[src/rtl/udp_tx_segmenter.sv]
// udp_tx_segmenter: cuts an application byte stream into UDP-sized datagrams (tlast on source tlast, beat cap or idle timeout).
// Latency: 2 cycles from input accept to m_axis_tvalid; sustains 1 beat/cycle.
// Backpressure: s_axis_tready drops only while the hold and output registers are both full and the output is stalled.
//
// Ports:
//   tx_axis_aclk / tx_axis_aresetn : clock, asynchronous active-low reset
//   s_axis_*                        : application stream in (tlast optional)
//   m_axis_*                        : datagram stream out, fully registered
//   pkt_count                       : datagrams accepted downstream (wraps)
//   flush_count                     : datagrams closed by idle timeout (wraps)
module udp_tx_segmenter #(
  parameter int DATA_WIDTH   = 512,
  parameter int KEEP_WIDTH   = DATA_WIDTH/8,
  parameter int MAX_BEATS    = 22,
  parameter int IDLE_TIMEOUT = 256,
  parameter int CNT_WIDTH    = 32
) (
  input  logic                  tx_axis_aclk,
  input  logic                  tx_axis_aresetn,
  input  logic [DATA_WIDTH-1:0] s_axis_tdata,
  input  logic [KEEP_WIDTH-1:0] s_axis_tkeep,
  input  logic                  s_axis_tvalid,
  input  logic                  s_axis_tlast,
  output logic                  s_axis_tready,
  output logic [DATA_WIDTH-1:0] m_axis_tdata,
  output logic [KEEP_WIDTH-1:0] m_axis_tkeep,
  output logic                  m_axis_tvalid,
  output logic                  m_axis_tlast,
  input  logic                  m_axis_tready,
  output logic [CNT_WIDTH-1:0]  pkt_count,
  output logic [CNT_WIDTH-1:0]  flush_count
);

  localparam int              IDLE_W   = (IDLE_TIMEOUT > 0) ? $clog2(IDLE_TIMEOUT + 1) : 1;
  localparam logic [IDLE_W-1:0] IDLE_MAX = IDLE_W'(IDLE_TIMEOUT);
  localparam logic [7:0]      CAP_VAL  = 8'(MAX_BEATS - 1);
  localparam bit              TMO_EN   = (IDLE_TIMEOUT != 0);

  // Hold register: keeps the newest beat until we know whether it ends a datagram.
  logic [DATA_WIDTH-1:0] h_dat;
  logic [KEEP_WIDTH-1:0] h_keep;
  logic                  h_last;
  logic                  h_vld;

  logic [7:0]        beat_cnt;
  logic [IDLE_W-1:0] idle_cnt;

  logic o_free, cap, tmo, move, close, accept;

  assign o_free = !m_axis_tvalid | m_axis_tready;
  assign cap    = (beat_cnt == CAP_VAL);
  assign tmo    = TMO_EN & (idle_cnt == IDLE_MAX);
  // The held beat may only leave once its tlast is known: a follower arrived,
  // or it closes the datagram anyway (source tlast, cap, timeout).
  assign move   = h_vld & o_free & (h_last | cap | s_axis_tvalid | tmo);
  assign close  = h_last | cap | tmo;
  assign s_axis_tready = !h_vld | move;
  assign accept = s_axis_tvalid & s_axis_tready;

  always_ff @(posedge tx_axis_aclk or negedge tx_axis_aresetn) begin
    if (!tx_axis_aresetn) begin
      h_dat  <= '0;
      h_keep <= '0;
      h_last <= 1'b0;
      h_vld  <= 1'b0;
    end else if (accept) begin
      h_dat  <= s_axis_tdata;
      h_keep <= s_axis_tkeep;
      h_last <= s_axis_tlast;
      h_vld  <= 1'b1;
    end else if (move) begin
      h_vld  <= 1'b0;
    end
  end

  always_ff @(posedge tx_axis_aclk or negedge tx_axis_aresetn) begin
    if (!tx_axis_aresetn) begin
      m_axis_tdata  <= '0;
      m_axis_tkeep  <= '0;
      m_axis_tlast  <= 1'b0;
      m_axis_tvalid <= 1'b0;
    end else if (move) begin
      m_axis_tdata  <= h_dat;
      m_axis_tkeep  <= h_keep;
      m_axis_tlast  <= close;
      m_axis_tvalid <= 1'b1;
    end else if (m_axis_tready) begin
      m_axis_tvalid <= 1'b0;
    end
  end

  always_ff @(posedge tx_axis_aclk or negedge tx_axis_aresetn) begin
    if (!tx_axis_aresetn) begin
      beat_cnt <= '0;
    end else if (move) begin
      beat_cnt <= close ? 8'd0 : beat_cnt + 8'd1;
    end
  end

  // Counts idle cycles of a held beat; with IDLE_TIMEOUT=0 IDLE_MAX is 0 so it never moves.
  always_ff @(posedge tx_axis_aclk or negedge tx_axis_aresetn) begin
    if (!tx_axis_aresetn) begin
      idle_cnt <= '0;
    end else if (accept || move) begin
      idle_cnt <= '0;
    end else if (h_vld && !s_axis_tvalid && (idle_cnt != IDLE_MAX)) begin
      idle_cnt <= idle_cnt + 1'b1;
    end
  end

  always_ff @(posedge tx_axis_aclk or negedge tx_axis_aresetn) begin
    if (!tx_axis_aresetn) begin
      pkt_count   <= '0;
      flush_count <= '0;
    end else begin
      if (m_axis_tvalid && m_axis_tready && m_axis_tlast)
        pkt_count <= pkt_count + 1'b1;
      if (move && tmo && !h_last && !cap)
        flush_count <= flush_count + 1'b1;
    end
  end

endmodule

[config.mk]
export PLATFORM = sky130hd
export DESIGN_NAME = udp_tx_segmenter
export DESIGN_NICKNAME = d
export VERILOG_FILES = /design/src/rtl/udp_tx_segmenter.sv
export SDC_FILE = /design/constraint.sdc
export NUM_CORES = 2
export LEC_CHECK = 0
export BUFFER_PORTS_ARGS = -buffer_cell sky130_fd_sc_hd__buf_2
export CAP_MARGIN = 10
export CORE_AREA = 8 8 473 475
export DETAILED_ROUTE_END_ITERATION = 8
export DIE_AREA = 0 0 481 483
export HOLD_SLACK_MARGIN = 0.12
export PLACE_DENSITY = 0.49
export SLEW_MARGIN = 20
export SYNTH_ARGS = -nofsm -noshare
export SYNTH_HDL_FRONTEND = slang
export SYNTH_SLANG_ARGS = --single-unit
[constraint.sdc]
create_clock -name tx_axis_aclk -period 4.8 [get_ports tx_axis_aclk]
set_input_delay 0.96 -clock tx_axis_aclk [delete_from_list [all_inputs] [get_ports tx_axis_aclk]]
set_output_delay 0.96 -clock tx_axis_aclk [all_outputs]
set_load 0.005 [all_outputs]
==> reports/summary.txt <==
Via count = 34100
RSZ-0062 raised after global routing = no
Max-slew headroom = 20.7%
CP Max Fanout = 26
YS warnings = 0
Gp weighted congestion = 0.864
Initial antenna violation count = 129
Total gr overflow = 0
Area grow syn2layout = 31.0%
Fin Hold WS = 0.215 ns
Slack of the critical path = 0.903 ns
Cell count after placement = 7981
CTS Buf Count = 151
Critical-path top delay cell = a21oi_1
Reg2Reg Depth = 9
Max clock buf depth = 3
CTS tree = done
Post-synth ARST share = 100%
Fillers = 22700
Final Power = 34.9 mW
Final Net Count = 5867
Post-DR wirelength/cell = 22.6 um
Setup violations, final = 0
Die Y = 483 um
First-pass GRT wire length = 271000 um
Crit path DAT = 2.94 ns
Fin crit period = 3.90 ns
Root Driver = clkbuf_16
Crit path largest cell delay = 0.49 ns
Dpl hpwl = 144000 um
Port bufs = 1223
Avg Inst Size Synth = 11.7 um^2
Final wirelength = 188000 um
Pin count of the biggest net entering global routing = 174
Crit start category = flop
Final instance area = 61600 um^2
Post-CTS resize count = 0
Seq/Total Area, Yosys = 65.8%
Syn nets = 4608
Flop and latch count out of synthesis = 1237
Post-CTS setup buffers = 0
Worst path required time = 3.84 ns
Starting Density = 21.8%
Clk pin slew, worst setup/hold paths = 0.06 ns
Area of placed instances = 56500 um^2
Post-placement setup slack = 1.35 ns
Status = finished, final reports clean
Setup CP Type = reg2out
Endpoint class of the critical path = output pin
Mapped Area = 47000 um^2
Slew @ Worst Pin = 1.19 ns
Library cells used by synthesis = 43
Post-synth EDFFs = 0
Sink Count = 1237
Hold_buf cts = 0
Power Density = 567 nW/um^2
RR Endpoint = m_axis_tdata[67]
Total I/O pin count = 1224
CP Cell Sequence = inv_1, ha_1, nor4b_4, a21oi_1, a21o_4, nand2_1, buf_2
Setup clock skew after layout = 0.0377 ns
Drt drc = 0
Worst vdd ir = 0.000327 V
Number of global-route vias before repair = 35900
Top FF cell, synth = dfrtp_1
Class of the worst hold path = in2async
R2R Path Start = idle_cnt[0]
Antenna viol nets, final = 0
H-tree depth = 4
Lkg Pwr = 31.0 nW
Initial DRT Pass Iterations = 5
Fin crit share = 81.2%
R2R setup slack = 1.75 ns
Routed vias/inst = 4.12
Overall Global Routing Usage = 15.7%
Core area = 216000 um^2
Die area = 232000 um^2
Max Cap Viol = 0
Clock latency on the worst-skew pair = 0.80 ns
Setup TNS = 0 ns
Cell Rows = 171
F_max = 257 MHz
Final cell count without fillers = 8287
Post-Synthesis Cells = 4021
Share of post-route cells with drive strength above 1 = 39.6%
DR iter-0 viols = 1779
Core Util, Final = 28.5%
Fin. max-slew vios = 0
Die Width = 481 um
Final hold violations = 0
-- final cells by class --
type	instances	area, um^2	share of cell area (%)
inverter	13	48.8	0.0792
clock buffer	216	4400	7.14
clock inverter	54	641	1.04
timing repair buffer	1306	7060	11.5
sequential	1237	31000	50.3
antenna	36	90.1	0.146
tap	2854	3570	5.80
multi-input combinational	2571	14800	24.1
-- routing by layer --
layer / global-route usage (%) / up-vias / share of wire [%]
li1: - / 15500 / -
met4: 4.11 / 114 / 2.8
met5: 0 / - / 0.40
met3: 6.84 / 346 / 10
met2: 24.7 / 1119 / 45
met1: 19.8 / 17100 / 42
-- how the worst max path moves through the flow --
stage | startpoint | endpoint | slack (ns) | cells past startpoint
6_report | idle_cnt[0] | s_axis_tready | 0.90 | 7
5_1_grt | idle_cnt[0] | s_axis_tready | 0.68 | 7
4_1_cts | idle_cnt[0] | s_axis_tready | 0.80 | 7
3_5_place_dp | m_axis_tready | h_dat[57] | 1.35 | 6
3_3_place_gp | m_axis_tready | h_dat[153] | 1.40 | 5
2_1_floorplan | m_axis_tready | s_axis_tready | 2.13 | 6
-- critical path, delay by kind of cell, from the launching register on --
family                   cells  cell delay (ns)
AO/OA/AOI/OAI                2             0.98
adder cells (fa/ha/maj)      1             0.20
buffers and inverters        2             0.25
flip-flops                   1             0.41
AND/OR/NAND/NOR              2             0.29
-- power breakdown --
part	leakage, nW	switching (mW)	internal, mW
Clock	2.46	4.75	6.80
Sequential	14.9	1.73	13.4
Combinational	13.6	4.92	3.35
-- cell families (layout without fill, tap and decap cells) --
logic type,after synthesis,in the layout,synth area share [%]
AOI/OAI and AO/OA,19,19,0.285
xor gates and xnor gates,75,75,1.40
adders and majority gates,6,6,0.160
buffers and inverters,213,1589,2.73
DFF,1237,1237,65.8
muxes,579,579,13.9
other,0,36,0
and+or+nand+nor,1892,1892,15.8
-- cell usage in the layout (no fill, tap or decap), types with 4 or more instances in the layout --
master and count:
clkinv_8 4, xor2_1 26, and3_1 17, nand4_1 19, diode_2 36, clkbuf_8 29
bufinv_16 7, mux2_2 579, and4_1 4, buf_2 1222, buf_12 25, xnor2_1 49
nand3_1 31, dfrtp_1 1237, clkinv_2 22, nor3_1 6, ha_1 6, inv_1 13
nor2_1 33, clkbuf_1 32, nand2_1 1758, a21oi_1 6, buf_4 59, clkbuf_16 155
and2_1 4, clkinvlp_4 8, clkinv_4 4
-- synthesized netlist by cell type (2+ instances only) --
master / number / area [um^2]
nor3_2: 3 / 30.0
nand4_1: 19 / 119
xnor2_1: 49 / 429
nand2_1: 1758 / 6600
and4_1: 4 / 35.0
nor4_1: 3 / 18.8
inv_1: 13 / 48.8
ha_1: 6 / 75.1
buf_2: 133 / 666
dfrtp_1: 1237 / 31000
buf_4: 36 / 270
nor2_1: 33 / 124
clkbuf_1: 6 / 22.5
nand3_1: 31 / 155
nor4b_4: 3 / 71.3
and3_1: 17 / 106
mux2_2: 579 / 6520
buf_6: 24 / 270
nand2b_1: 2 / 12.5
a21oi_1: 7 / 35.0
a21o_1: 2 / 15.0
o21ai_0: 2 / 10.0
nor3_1: 6 / 30.0
xor2_1: 26 / 228
and2_1: 4 / 25.0
-- sequential cells by signal, summed over array words and instances, names as in the netlist, 8 cells and up --
signal	count
beat_cnt	8
pkt_count	32
m_axis_tkeep	64
h_keep	64
m_axis_tdata	512
h_dat	512
flush_count	32
idle_cnt	9
(Power assumes the default switching activity.)
